### src/rtl/plab4_net_domain_merge.sv
// Merges two 2-entry-buffered message lanes onto one registered output link,
// round-robin between lanes with a one-cycle bubble whenever the domain switches.
module plab4_net_domain_merge_fifo #(
    parameter int W = 76
) (
    input  logic         clk,
    input  logic         reset,
    input  logic         enq,
    input  logic         deq,
    input  logic [W-1:0] enq_msg,
    output logic         rdy,
    output logic         nonempty,
    output logic [W-1:0] head
);
    logic [1:0][W-1:0] mem;
    logic              wr_ptr;
    logic              rd_ptr;
    logic [1:0]        count;

    assign rdy      = (count != 2'd2);
    assign nonempty = (count != 2'd0);
    assign head     = mem[rd_ptr];

    always_ff @(posedge clk or negedge reset) begin
        if (!reset) begin
            mem    <= '0;
            wr_ptr <= 1'b0;
            rd_ptr <= 1'b0;
            count  <= 2'd0;
        end else begin
            if (enq) begin
                mem[wr_ptr] <= enq_msg;
                wr_ptr      <= ~wr_ptr;
            end
            if (deq) rd_ptr <= ~rd_ptr;
            count <= count + 2'(enq) - 2'(deq);
        end
    end
endmodule

module plab4_net_domain_merge #(
    parameter int p_msg_cnbits = 44,
    parameter int p_msg_dnbits = 32
) (
    input  logic                    clk,
    input  logic                    reset,
    input  logic                    in_val_d1,
    output logic                    in_rdy_d1,
    input  logic [p_msg_cnbits-1:0] in_msg_control_d1,
    input  logic [p_msg_dnbits-1:0] in_msg_data_d1,
    input  logic                    in_val_d2,
    output logic                    in_rdy_d2,
    input  logic [p_msg_cnbits-1:0] in_msg_control_d2,
    input  logic [p_msg_dnbits-1:0] in_msg_data_d2,
    output logic                    out_val,
    input  logic                    out_rdy,
    output logic [p_msg_cnbits-1:0] out_msg_control,
    output logic [p_msg_dnbits-1:0] out_msg_data,
    output logic                    domain
);
    localparam int W = p_msg_cnbits + p_msg_dnbits;

    typedef enum logic [1:0] {IDLE, SEND, SCRUB} state_t;

    state_t            state;
    logic              ptr;
    logic              pending;
    logic [1:0]        in_val;
    logic [1:0]        in_rdy;
    logic [1:0]        enq;
    logic [1:0]        deq;
    logic [1:0]        nonempty;
    logic [1:0][W-1:0] in_msg;
    logic [1:0][W-1:0] head;
    logic              decide;
    logic              win_vld;
    logic              winner;

    assign in_val    = {in_val_d2, in_val_d1};
    assign in_msg[0] = {in_msg_control_d1, in_msg_data_d1};
    assign in_msg[1] = {in_msg_control_d2, in_msg_data_d2};
    assign in_rdy_d1 = in_rdy[0];
    assign in_rdy_d2 = in_rdy[1];
    assign enq       = in_val & in_rdy;

    for (genvar i = 0; i < 2; i++) begin : g_lane
        plab4_net_domain_merge_fifo #(.W(W)) u_fifo (
            .clk      (clk),
            .reset    (reset),
            .enq      (enq[i]),
            .deq      (deq[i]),
            .enq_msg  (in_msg[i]),
            .rdy      (in_rdy[i]),
            .nonempty (nonempty[i]),
            .head     (head[i])
        );
    end

    // Pointer only breaks ties; a lone non-empty lane always wins.
    always_comb begin
        decide  = (state == IDLE) || (state == SEND && out_rdy);
        win_vld = |nonempty;
        winner  = (&nonempty) ? ptr : nonempty[1];
        deq     = 2'b00;
        if (state == SCRUB)
            deq[pending] = 1'b1;
        else if (decide && win_vld && winner == domain)
            deq[winner] = 1'b1;
    end

    always_ff @(posedge clk or negedge reset) begin
        if (!reset) begin
            state           <= IDLE;
            ptr             <= 1'b0;
            pending         <= 1'b0;
            domain          <= 1'b0;
            out_val         <= 1'b0;
            out_msg_control <= '0;
            out_msg_data    <= '0;
        end else if (state == SCRUB) begin
            state                           <= SEND;
            out_val                         <= 1'b1;
            {out_msg_control, out_msg_data} <= head[pending];
            ptr                             <= ~pending;
        end else if (decide) begin
            if (win_vld && winner == domain) begin
                state                           <= SEND;
                out_val                         <= 1'b1;
                {out_msg_control, out_msg_data} <= head[winner];
                ptr                             <= ~winner;
            end else begin
                // Switching domain (or nothing to send): blank the link this cycle.
                state           <= win_vld ? SCRUB : IDLE;
                out_val         <= 1'b0;
                out_msg_control <= '0;
                out_msg_data    <= '0;
                if (win_vld) begin
                    pending <= winner;
                    domain  <= winner;
                end
            end
        end
    end
endmodule

### config.mk
export PLATFORM = sky130hd
export DESIGN_NAME = plab4_net_domain_merge
export DESIGN_NICKNAME = d
export VERILOG_FILES = /design/src/rtl/plab4_net_domain_merge.sv
export SDC_FILE = /design/constraint.sdc
export NUM_CORES = 1
export LEC_CHECK = 0
export ABC_AREA = 1
export BUFFER_PORTS_ARGS = -buffer_cell sky130_fd_sc_hd__buf_4
export CAP_MARGIN = 10
export CORE_MARGIN = 1
export CORE_UTILIZATION = 56
export DETAILED_ROUTE_END_ITERATION = 16
export PLACE_DENSITY = 0.78
export RECOVER_POWER = 100
export SYNTH_ARGS = -nofsm -noshare
export SYNTH_HDL_FRONTEND = slang
export SYNTH_SLANG_ARGS = --single-unit
### constraint.sdc
create_clock -name clk -period 2 [get_ports clk]
set_input_delay 0.2 -clock clk [delete_from_list [all_inputs] [get_ports clk]]
set_output_delay 0.2 -clock clk [all_outputs]
set_load 0.05 [all_outputs]
* Word level (Yosys, flattened, before mapping)
Cells that the tools add are included.
** Storage, ports and cells
- Register bits :: 393
- Bits of input ports :: 157
- Output and inout bits :: 80
- Logic and storage cells :: 99
** Cells by class
- Add/subtract/negate cells :: 4
- Magnitude comparators :: 10
- Equal/unequal tests :: 5
- Muxes and demuxes :: 37
- Bitwise operators :: 9
- Reductions and logical operators :: 18
** Operators with widths (number)
- $mux 76 :: 10
- $bwmux 152 :: 2
- $demux 76 s1 :: 2
- $mux 44 :: 3
- $mux 32 :: 3
- $lt 1x2->1 const B :: 6
- $mux 2 :: 6
- $mux 1 :: 9
- $logic_and 1x1->1 :: 8
- $not 1->1 :: 8
- $reduce_bool 2->1 :: 4
- $add 2x1->2 :: 2
- $ge 1x1->1 const B :: 4
- $ne 2x2->1 const B :: 2
- $reduce_and 2->1 :: 2
- $reduce_and 4->1 :: 1
- $sub 2x1->2 :: 2
- $and 2x2->2 :: 1
- $demux 1 s1 :: 2
- $eq 2x1->1 const B :: 1
- $eq 2x2->1 const B :: 1
- $logic_not 2->1 :: 1
- $reduce_or 2->1 :: 1
- $eq 1x1->1 :: 1
- $logic_or 1x1->1 :: 1

* Logic depth before layout (Yosys ltp)
- Depth after elaboration :: 10
- Depth in mapped cells :: 11
- Gate-level depth less buffers :: 11

* Modules after synthesis
A second synthesis with hierarchy kept.
** Unflattened totals
- Cell total of the unflattened synthesis :: 2774
- Area, all modules :: 20158.1 sq um
** Modules (own cells, without submodules)
- plab4_net_domain_merge_fifo :: times used 2, cells an instance 833, area an instance 6912.9 sq um, seq. area each 3903.7 sq um
- plab4_net_domain_merge :: times used 1, cells an instance 1108, area an instance 6332.3 sq um, seq. area each 2001.9 sq um

* Least setup slack after synthesis
No wires, ideal clock.
- Path type :: register -> register
- Start :: register state[0]
- End :: register g_lane[1].u_fifo.count[1]
- Setup time :: 0.123 ns
- Arrival time :: 1.867 ns
- Required time :: 1.877 ns
- Slack :: 0.011 ns
- Stages on the path, launching flop included :: 11
- Path buffers :: 1
- Clock period less this slack :: 1.989 ns
- Cells stage by stage :: dfrtp_1 -> inv_1 -> nand2_1 -> nand2_2 -> buf_6 -> nand3_1 -> inv_1 -> ha_1 -> inv_1 -> ha_1 -> xnor2_1
** Between the ends
- Longest elaborated chain between the ends :: 8
- Elaborated cells on any way between the ends :: 10
- Those cells by class :: add/sub: 1; eq/ne: 2; mux: 2; reduce/logical: 5
** RTL lines
- start: declaration :: RTL line 65 : state_t state;
- start signal: assignment :: RTL line 133 : state <= win_vld ? SCRUB : IDLE;
- $eq 2x1->1 :: RTL line 101 : decide = (state == IDLE) || (state == SEND && out_rdy);
- $logic_and 1x1->1 :: RTL line 101
- $logic_or 1x1->1 :: RTL line 101
- $logic_and 1x1->1 (2 in a row) :: RTL line 107 : else if (decide && win_vld && winner == domain)
- $mux 2 :: RTL line 107
- $mux 2 * :: RTL line 105 : if (state == SCRUB)
- named net g_lane[1].u_fifo.deq :: RTL line 9 : input logic deq,
- $sub 2x1->2 * :: RTL line 36 : count <= count + 2'(enq) - 2'(deq);
- end signal: assignment :: RTL line 36
- end: declaration :: RTL line 18 : logic [1:0] count;
The timed path passes the listed nets; every way through them passes the cells marked *.
A chain may end at the register's enable or synchronous reset.

* Worst setup path in the final report
- Start :: register g_lane[1].u_fifo.count[1]
- End :: register out_msg_data[17]
** Between the ends
- Longest elaborated chain between the ends :: 8
- Elaborated cells on any way between the ends :: 11
- Those cells by class :: eq/ne: 1; mux: 6; reduce/logical: 4
** RTL lines
- $reduce_bool 2->1 * :: RTL line 21 : assign nonempty = (count != 2'd0);
- $reduce_and 2->1 :: RTL line 103 : winner = (&nonempty) ? ptr : nonempty[1];
- $mux 1 :: RTL line 103
- $mux 76 (not written as such) or $eq 1x1->1 (tied branches) :: RTL line 129, 126
- $mux 76 (not written as such) or $logic_and 1x1->1 (tied branches) :: RTL line 129, 126
- $mux 32 * :: RTL line 126 : if (win_vld && winner == domain) begin
- $mux 32 * :: RTL line 125 : end else if (decide) begin
- $mux 32 * :: RTL line 120 : end else if (state == SCRUB) begin
- end signal: assignment :: RTL line 123 : {out_msg_control, out_msg_data} <= head[pending];
- end signal: assignment :: RTL line 129 : {out_msg_control, out_msg_data} <= head[winner];
- end: declaration :: RTL line 58 : output logic [p_msg_dnbits-1:0] out_msg_data,
Mark *: on every way between the ends. The rest lies on a longest branch, timed or not. The select of a mux whose other input is x is not followed.

==> summary.txt <==
Gate Count Post-Synth = 2280
Core area = 31470 sq um
Status = finished, violations left
# nets final = 2771
Initial DRC Count = 1412
Tcrit/Tclk final = 0.9264
PnR worst setup slack = 0.1472 ns
Final core occ = 0.7171
Synthesized cell area = 17850 sq um
# setup viols final = 0
Nature of the critical path endpoint = flip-flop
Setup Skew = 0.02202 ns
Post-synth EDFFs = 0
Fillers = 2373
Kind of critical path = reg -> reg
Share of cells above drive strength 1 = 0.1069
Sink Count = 392
Die area = 32590 sq um
Footprint of the multi-input gates = 6604 sq um
H-tree Lvls = 2
Ys flop type = dfrtp_1
Rel. slew slack = -0.004346
Wire length per cell = 16.44 microns
I/O Buffers = 236
DRC Markers = 0
Fmax = 0.5397 GHz
Reg2Reg Setup Slack = 0.15 ns
Lkg Pwr = 0.01223 uW
Mean Syn Cell Area = 7.828 sq um
Worst hold path type = in -> reg
Pwr Total = 29600 uW
Cell variety after synth = 22
Final Hold Viols = 0
Pins Over Slew Limit = 44
Dpl cells = 2813
Antenna violations before repair = 0
Cell Pwr Density = 1311 nW/um^2
Post-synthesis sequential area ratio = 0.5496
Worst-path fanout max = 36
Die width = 180.5 microns
Setup TNS = 0 ns
Die Span Y = 180.5 microns
Antenna Cells = 0
PostCTS Resize Cnt = 0
First-pass iteration count of the detailed router = 6
CP Data Arrival Time = 2.32 ns
FF-to-FF End = out_msg_data[17]$_DFFE_PN0P_
CTS Buffer Depth = 3
Critical path startpoint = g_lane[1].u_fifo.count[1]$_DFF_PN0_
CP Launch Type = flip-flop
Vias in the first global route = 16361
Io pins = 237
Core Rows = 65
Synth async-reset ratio = 1.000
Post-DR vias/cell = 5.365
GRT Total Usage = 0.3101
Final min period = 1.853 ns
Vias = 16316
RR Startpoint = g_lane[1].u_fifo.count[1]$_DFF_PN0_
Actual slew at the worst max-slew pin = 1.507 ns
Post-DRT Antenna Nets = 0
Total gr overflow = 0
Unrepaired setup endpoints after global routing = no
Yosys reg bits = 392
Area Overhead vs Synth = 26.46%
Worst skew pair latency = 0.53 ns
DP HPWL = 28810 microns
Mapped Nets = 2441
Largest net degree at the start of global routing = 109
Post-CTS Hold Buffers = 155
Cell depth of the worst flop-to-flop path = 10
Clk root buf = clkbuf_16
Fin cells = 3041
CTS tree = built
Max-cap viol count = 1
Final wirelength = 50000 microns
Clock-pin slew on the worst setup and hold paths = 0.06 ns
Peak supply drop = 0.7762 mV
TritonCTS Buffers = 42
Setup bufs post-CTS = 0
Worst Setup EP = out_msg_data[17]$_DFFE_PN0P_
Yosys warns = 0
Initial core utilization = 0.5671
Gp weighted congestion = 0.8276
Failing checks = max-capacitance violations, max-slew violations
Worst EP required = 2.47 ns
Register area = 9817 sq um
First-pass GRT wire length = 81350 microns
Post-Place Worst Slack = 0.2149 ns
==> final cells by class <==
cell class | instances | area share
repair buffers | 434 | 0.1592
multi-input cells | 1572 | 0.2926
inverters | 168 | 0.02799
clock inverters | 14 | 0.007816
flip-flops and latches | 392 | 0.4349
well taps | 402 | 0.02229
clock buffers | 59 | 0.05521
==> where the power goes <==
| part | switching, uW | internal [uW] | total (uW) |
|---|---|---|---|
| combinational | 5790 | 3320 | 9100 |
| sequential | 1610 | 10900 | 12500 |
| clock | 3120 | 4840 | 7960 |
==> registers in the layout, summed over array words and instances, names as in the netlist <==
| register | flops |
|---|---|
| g_lane.u_fifo.mem | 304 |
| out_msg_control | 44 |
| out_msg_data | 32 |
| g_lane.u_fifo.count | 4 |
| g_lane.u_fifo.rd_ptr | 2 |
| g_lane.u_fifo.wr_ptr | 2 |
| state | 2 |
| pending | 1 |
| ptr | 1 |
==> per-layer routing <==
layer | wire length, microns | global-route usage | up-vias | part of all wire
met3 | 3795 | 0.04810 | 140 | 0.076
li1 | - | - | 7729 | -
met1 | 20640 | 0.4127 | 7704 | 0.41
met4 | 1680 | 0.1241 | 0 | 0.034
met5 | 0 | 0 | - | 0
met2 | 23890 | 0.5118 | 743 | 0.48
==> metrics by stage <==
step / area [sq um] / hold WS [ns]
after floorplan: 17850 / -0.09559
after global placement: 19970 / 0.1593
after detailed placement: 19970 / 0.1592
after CTS: 22940 / 0.09119
after global routing: 22570 / 0.1166
final: 22570 / 0.1026
==> Yosys cell counts, types with 4 or more instances <==
library cell | count | share of area
buf_2 | 60 | 0.017
dfrtp_1 | 392 | 0.55
nand3_1 | 156 | 0.044
clkbuf_1 | 57 | 0.012
inv_1 | 163 | 0.034
nand2_1 | 1088 | 0.23
o21ai_0 | 160 | 0.045
inv_2 | 5 | 0.0011
o21ai_1 | 146 | 0.041
xnor2_1 | 4 | 0.0020
buf_6 | 26 | 0.016
ha_1 | 4 | 0.0028
nand2_2 | 5 | 0.0018
==> worst min path at each step <==
stage | startpoint | endpoint | slack, ns | cells past startpoint
after floorplan | reset | g_lane[0].u_fifo.count[0]$_DFF_PN0_ | -0.1 | 0
after global placement | reset | out_msg_data[21]$_DFFE_PN0P_ | 0.16 | 1
after detailed placement | reset | out_msg_data[21]$_DFFE_PN0P_ | 0.16 | 1
after CTS | out_rdy | state[0]$_DFFE_PN0P_ | 0.09 | 4
after global routing | out_rdy | state[0]$_DFFE_PN0P_ | 0.12 | 4
final | out_rdy | state[0]$_DFFE_PN0P_ | 0.10 | 4
==> worst max-delay path, cell delays in order, from the launching register on <==
cell     delay, ns
dfrtp_1       0.41
nor2_1        0.17
inv_2         0.05
nand2_1       0.17
nand2_4       0.10
nand2_4       0.26
buf_12        0.27
nand2_1       0.10
nand2_1       0.06
nand3_1       0.08
nand2_1       0.10
==> cell usage in the layout, fill, tap and decap left out, drive strengths merged <==
cell / Yosys / layout
nor2: 2 / 2
xor2: 1 / 1
or2: 2 / 2
buf: 90 / 193
nand3: 157 / 157
ha: 4 / 4
inv: 168 / 168
nand2: 1093 / 1093
dfrtp: 392 / 392
clkbuf: 58 / 145
dlygate4sd3: 0 / 155
a21oi: 1 / 1
bufinv: 0 / 4
clkinvlp: 0 / 1
xnor2: 4 / 4
clkinv: 0 / 9
o21ai: 308 / 308
==> logic make-up (layout without fill, tap and decap cells) <==
kind of cell,Yosys count,after routing,synth area share
compound gates,309,309,0.08707
buf+inv,316,675,0.08209
xor+xnor,5,5,0.002453
simple gates,1254,1254,0.2760
flops,392,392,0.5496
fa+ha+maj,4,4,0.002804
Power figures use the tool's default switching activity.
